**config.mk**
```make
export PLATFORM = sky130hd
export DESIGN_NAME = piso_serializer
export DESIGN_NICKNAME = d
export VERILOG_FILES = /design/src/rtl/piso_serializer.sv
export SDC_FILE = /design/constraint.sdc
export NUM_CORES = 1
export LEC_CHECK = 0
export ABC_CLOCK_PERIOD_IN_PS = 3000
export BUFFER_PORTS_ARGS = -buffer_cell sky130_fd_sc_hd__buf_4
export CAP_MARGIN = 10
export CORE_AREA = 2 2 39 41
export DETAILED_ROUTE_END_ITERATION = 8
export DIE_AREA = 0 0 41 43
export GPL_TIMING_DRIVEN = 0
export PLACE_DENSITY = 0.75
export SYNTH_ARGS = -nofsm -noshare
export SYNTH_HDL_FRONTEND = slang
export SYNTH_SLANG_ARGS = --single-unit
```
**constraint.sdc**
```tcl
create_clock -name clock -period 3 [get_ports clock]
set_clock_uncertainty 0.15 [all_clocks]
set_input_delay 0.3 -clock clock [delete_from_list [all_inputs] [get_ports clock]]
set_output_delay 0.3 -clock clock [all_outputs]
set_load 0.1 [all_outputs]
```
**src/rtl/piso_serializer.sv**
```systemverilog
// Purpose : parallel-in/serial-out transmitter, WIDTH-bit words shifted out LSB first, one bit per clock.
// Latency : word accepted at edge N puts bit k on serialOut during cycle N+1+k; back-to-back words leave no gap.
// Backpr. : dataReady is high in IDLE and during the last bit of a frame; dataIn/dataValid ignored otherwise.
// Option  : define PISO_PARITY_EN to append an even-parity bit after bit WIDTH-1 (frame becomes WIDTH+1 bits).
module piso_serializer #(
    parameter int   WIDTH      = 8,
    parameter logic IDLE_LEVEL = 1'b0
) (
    input  logic             clock,
    input  logic             resetN,
    input  logic [WIDTH-1:0] dataIn,
    input  logic             dataValid,
    output logic             dataReady,
    output logic             serialOut,
    output logic             frameStart,
    output logic             busy
);

`ifdef PISO_PARITY_EN
    localparam int FRAME_LEN = WIDTH + 1;
`else
    localparam int FRAME_LEN = WIDTH;
`endif
    localparam int CNT_W = (FRAME_LEN > 2) ? $clog2(FRAME_LEN) : 1;
    localparam logic [CNT_W-1:0] LAST_CNT = CNT_W'(FRAME_LEN - 1);

    typedef enum logic {
        IDLE  = 1'b0,
        SHIFT = 1'b1
    } state_t;

    state_t           state_q, state_d;
    logic [CNT_W-1:0] bit_cnt_q, bit_cnt_d;
    logic [WIDTH-1:0] shift_q, shift_d;
    logic             ser_q, ser_d;
    logic             fs_q, fs_d;
    logic             busy_q, busy_d;
    logic             rdy_q, rdy_d;

    logic             accept;
    logic             word_parity;
    logic [WIDTH-1:0] load_word;
    logic [CNT_W-1:0] bit_cnt_inc;

`ifdef PISO_PARITY_EN
    assign word_parity = ^dataIn;
`else
    assign word_parity = 1'b0;
`endif

    // Bit 0 goes straight onto the line at load; the register keeps the remaining
    // data bits with the parity bit (or a filler zero) parked on top so it falls out last.
    assign load_word   = {word_parity, dataIn[WIDTH-1:1]};
    assign accept      = rdy_q && dataValid;
    assign bit_cnt_inc = bit_cnt_q + CNT_W'(1);

    // State and output registers; reset dominates and aborts any frame in flight.
    always_ff @(posedge clock) begin
        if (!resetN) begin
            state_q   <= IDLE;
            bit_cnt_q <= '0;
            shift_q   <= '0;
            ser_q     <= IDLE_LEVEL;
            fs_q      <= 1'b0;
            busy_q    <= 1'b0;
            rdy_q     <= 1'b0;
        end else begin
            state_q   <= state_d;
            bit_cnt_q <= bit_cnt_d;
            shift_q   <= shift_d;
            ser_q     <= ser_d;
            fs_q      <= fs_d;
            busy_q    <= busy_d;
            rdy_q     <= rdy_d;
        end
    end

    // Next-state and next-output logic; a word accepted on the last bit reloads seamlessly.
    always_comb begin
        state_d   = state_q;
        bit_cnt_d = bit_cnt_q;
        shift_d   = shift_q;
        ser_d     = ser_q;
        fs_d      = 1'b0;
        busy_d    = busy_q;
        rdy_d     = rdy_q;

        case (state_q)
            IDLE: begin
                ser_d  = IDLE_LEVEL;
                busy_d = 1'b0;
                rdy_d  = 1'b1;
                if (accept) begin
                    state_d   = SHIFT;
                    shift_d   = load_word;
                    ser_d     = dataIn[0];
                    fs_d      = 1'b1;
                    busy_d    = 1'b1;
                    bit_cnt_d = '0;
                    rdy_d     = 1'b0;
                end
            end
            SHIFT: begin
                if (bit_cnt_q == LAST_CNT) begin
                    if (accept) begin
                        state_d   = SHIFT;
                        shift_d   = load_word;
                        ser_d     = dataIn[0];
                        fs_d      = 1'b1;
                        busy_d    = 1'b1;
                        bit_cnt_d = '0;
                        rdy_d     = 1'b0;
                    end else begin
                        state_d   = IDLE;
                        ser_d     = IDLE_LEVEL;
                        busy_d    = 1'b0;
                        bit_cnt_d = '0;
                        rdy_d     = 1'b1;
                    end
                end else begin
                    bit_cnt_d = bit_cnt_inc;
                    ser_d     = shift_q[0];
                    shift_d   = shift_q >> 1;
                    busy_d    = 1'b1;
                    rdy_d     = (bit_cnt_inc == LAST_CNT);
                end
            end
            default: begin
                state_d   = IDLE;
                ser_d     = IDLE_LEVEL;
                busy_d    = 1'b0;
                bit_cnt_d = '0;
                rdy_d     = 1'b0;
            end
        endcase
    end

    assign dataReady  = rdy_q;
    assign serialOut  = ser_q;
    assign frameStart = fs_q;
    assign busy       = busy_q;

endmodule

```
Yosys cells after proc, flatten, opt, wreduce, memory -nomap -nowiden
Index checks and enable logic that the tools add are counted. Widths: inputs -> output; s select.

Add/sub/neg operators: 1. Equality and inequality tests: 3. Muxes and demuxes: 17. Bitwise logic cells: 1. Reductions and logical operators: 1.

Operator list (number): $mux 8 (2); $pmux 8 s2 (1); $pmux 1 s2 (4); $mux 1 (7); $eq 3x3->1 const B (2); $mux 3 (2); $pmux 3 s2 (1); $add 3x1->3 const B (1); $ne 2x2->1 const B (1); $logic_and 1x1->1 (1); $not 1->1 (1).

Bits in registers: 15. Input bits: 11. Output and inout port bits: 4. Logic and storage cells: 29.

Longest topological paths before layout
Depth in word-level cells: 4. Gate-level depth with buffers: 6. Gate-level depth less buffers: 5.

Worst setup path before layout
OpenSTA, ideal clock, no wires.

Path kind: register -> register. Start: reg rdy_q (netlist: dataReady). End: reg shift_q[2]. Library setup time: 0.120 ns. Arrival time: 1.584 ns. Data required time: 2.730 ns. Slack: 1.146 ns. Cell stages (with the launch flop): 5. Path buffers: 1. Period minus slack after synthesis: 1.854 ns. Path through: dfxtp_1 > nand2_2 > buf_6 > mux2i_1 > a21oi_1.

Word-level cells in the longest chain between the ends: 4.

Ends and longest elaborated chain: start, declared (RTL line 38) `logic rdy_q, rdy_d;`; start signal, assigned (RTL line 74) `rdy_q <= rdy_d;`; $logic_and 1x1->1 * (RTL line 54) `assign accept = rdy_q && dataValid;`; $mux 8 *; $mux 8; $pmux 8 s2 *; end signal, assigned (RTL line 70) `shift_q <= shift_d;`; end, declared (RTL line 34) `logic [WIDTH-1:0] shift_q, shift_d;`.

Every way passes the cells marked *; elsewhere a longest branch is shown, timed or not. A chain may end at the register's enable or synchronous reset.

Final worst setup path
Start: reg busy_q (netlist: busy). End: out busy.

RTL lines: start, declared (RTL line 37) `logic busy_q, busy_d;`; start signal, assigned (RTL line 73) `busy_q <= busy_d;`; end, declared (RTL line 16) `output logic busy`.

No word-level cell between the ends.

==> flow_metrics.py <==
metrics = {
    "place": {
        "numPortBuffers": 14,
        "routabilityCongestion": 0.745,
        "hpwl_um": 865,
        "dpl_worst_slack_ns": 1.49,
    },
    "critical_path": {
        "cp-end-kind": "output pin",
        "critPathBufInv": 1,
        "rr_startpoint": "bit_cnt_q[0]$_SDFFE_PN0P_",
        "crit_type": "flip-flop to output pin",
        "endpoint": "busy",
        "slowest_delay_ns": 0.55,
        "ff2ff_path_depth": 6,
        "startpoint_type": "flip-flop",
        "crit_arrival_ns": 1.19,
        "crit_chain": "buf_4",
        "crit_family": "flip-flops",
        "required_ns": 2.55,
        "worstPathMaxFanout": 9,
        "rr_endpoint": "shift_q[5]$_SDFF_PN0_",
        "cp_slowest_cell": "dfxtp_1",
        "crit_path_start": "busy$_SDFF_PN0_",
        "cp.depth": 1,
        "r2r_slack_ns": 1.46,
    },
    "synthesis": {
        "synth_seq_cells": 15,
        "synth_seq_area_share_pct": 44.6,
        "yosysWarnings": 0,
        "avgSynthCellArea_um2": 10.0,
        "synth_nets": 82,
        "synthDistinctLibCells": 23,
        "syn_inst": 67,
        "syn_area_um2": 673,
    },
    "sta": {
        "post-route-min-period_ns": 1.64,
        "fmax_mhz": 609,
        "whs_ns": 0.136,
        "maxSlewViolCount": 0,
        "rsz0062_at_grt": "false",
        "timing.final.hold_violations": 0,
        "worst_pin_slew_ns": 0.382,
        "slew_headroom_pct": 74.6,
        "worst_slack_ns": 1.36,
        "setup_viol": 0,
        "setup_tns_ns": 0,
        "finalCritPeriodShare_pct": 54.8,
    },
    "final_layout": {
        "nets": 101,
        "area_delta_synth_final_pct": 22.5,
        "nFillCells": 116,
        "antenna_cells": 0,
        "drive_gt1_share_pct": 27.1,
    },
    "global_routing": {
        "grt_pass1_wl_um": 1880,
        "antenna_found_initial": 0,
        "grt_max_degree": 11,
        "grt_pass1_vias": 470,
        "grt_usage_pct": 15.5,
        "grt_overflow": 0,
    },
    "cts": {
        "cts_buffer_depth": 2,
        "clk_transition_reported_paths_ns": 0.08,
        "cts_setup_buffers": 0,
        "cts_hold_buf": 0,
        "cts_sinks": 15,
        "postCtsResizedCells": 0,
        "cts.htree.levels": 1,
        "cts_buffers": 3,
        "cts-root-buf": "clkbuf_4",
        "cts_tree": "yes",
        "clk_latency_ns": 0.28,
    },
    "pwr": {
        "internal-power_mw": 0.298,
        "clock_power_share_pct": 26.9,
        "p_sw_mw": 0.123,
        "cellLeakagePower_nw": 0.377,
        "ir_drop_uv": 229,
        "netSwitchingFraction_pct": 29.2,
        "seqPwrFrac_pct": 53.1,
        "power.density_mw_per_mm2": 511,
        "p_comb_share_pct": 20.0,
    },
    "job": {
        "cap_violations": 0,
    },
    "route": {
        "vias": 520,
        "totalWireLength_um": 1180,
        "first_iter_violations": 6,
        "first_pass_iters": 4,
        "drc": 0,
        "drtAntennaViolNets": 0,
        "post_drt_wl_per_cell_um": 11.7,
        "vias_per_cell": 5.15,
    },
    "floorplanning": {
        "fp-row-count": 14,
        "ios": 15,
        "start_util_pct": 48.6,
        "fp.coreArea_mm2": 0.00138,
        "dieArea_mm2": 0.00176,
        "die_h_um": 43,
        "die_w_um": 41,
    },
    "outcome": {
        "status": "complete, no violations",
    },
    "worst_hold_path": {
        "min_path_type": "input port to flip-flop",
    },
}
## cell type report
type	count	area (um2)	area share, %
Buffer	3	26.3	3.19
Timing Repair Buffer	14	105	12.7
Inverter	2	7.51	0.910
Sequential cell	15	300	36.4
Clock buffer	4	26.3	3.19
Tap cell	16	20.0	2.43
Multi-Input combinational cell	47	339	41.1
## power by group through the flow
stage               Sequential [mW]  Clock, mW  Combinational (mW)
detailed placement            0.228          0              0.0841
floorplan                     0.250          0              0.0377
global route                  0.226      0.129              0.0905
global placement              0.227          0              0.0829
CTS                           0.223      0.118              0.0844
finish                        0.224      0.113              0.0841
## state kept, by name, indices dropped and copies added, names as in the netlist
name	flops
shift_q	8
bit_cnt_q	3
busy	1
dataReady	1
frameStart	1
serialOut	1
## layout by cell type (no fill, tap or decap)
cell type,instances
nand4b_1,1
a21boi_2,1
a21boi_1,1
nand2b_1,1
buf_4,14
clkbuf_4,3
mux2i_1,8
nand2b_4,1
o21ai_0,6
a21oi_1,8
nand3_1,2
o21ai_1,1
nand2_1,3
buf_6,2
nand3b_1,1
clkbuf_1,2
nor2_1,2
nand4_1,1
dfxtp_1,15
nor2b_1,1
inv_1,2
ha_1,4
nand2_2,1
a21boi_0,3
o21ai_2,1
## cell families after synthesis
kind of cell	Yosys count	synth area share, %
flops	15	44.6
compound gates	21	18.6
fa+ha+maj	4	7.44
mux	8	11.9
simple gates	14	12.5
buf+inv	5	5.02
## synth_stat cells
library cell	n	share of area [%]
dfxtp_1	15	45
a21oi_1	8	5.9
mux2i_1	8	12
o21ai_0	6	4.5
ha_1	4	7.4
a21boi_0	3	3.3
nand2_1	3	1.7
buf_6	2	3.3
inv_1	2	1.1
nand3_1	2	1.5
nor2_1	2	1.1
a21boi_1	1	1.1
a21boi_2	1	1.7
clkbuf_1	1	0.56
nand2_2	1	0.93
nand2b_1	1	0.93
nand2b_4	1	2.0
nand3b_1	1	1.1
nand4_1	1	0.93
nand4b_1	1	1.3
nor2b_1	1	0.93
o21ai_1	1	0.74
o21ai_2	1	1.3
## how the worst min path moves through the flow
stage	startpoint	to	slack [ns]	cells after the start
2_1_floorplan	shift_q[7]$_SDFF_PN0_	shift_q[7]$_SDFF_PN0_	0.26	2
3_3_place_gp	shift_q[7]$_SDFF_PN0_	shift_q[7]$_SDFF_PN0_	0.27	2
3_5_place_dp	shift_q[7]$_SDFF_PN0_	shift_q[7]$_SDFF_PN0_	0.28	2
4_1_cts	resetN	busy$_SDFF_PN0_	0.14	2
5_1_grt	resetN	busy$_SDFF_PN0_	0.14	2
6_report	resetN	busy$_SDFF_PN0_	0.14	2
## routing by layer
layer	share of wire [%]	vias up	routed length, um	global-route usage (%)
met4	1.6	0	19	8.00
met3	4.9	2	58	3.14
met5	0	-	0	0
met1	48	233	564	21.0
li1	-	273	-	-
met2	45	12	535	22.5
## stage by stage
step	cell area [um2]	cells	util, %	power (mW)
2_1_floorplan	673	67	-	0.288
3_3_place_gp	798	97	57.7	0.310
3_5_place_dp	798	97	57.7	0.312
4_1_cts	825	101	59.6	0.426
5_1_grt	825	101	59.6	0.445
6_report	825	101	59.6	0.421
Power figures use the tool's default switching activity.
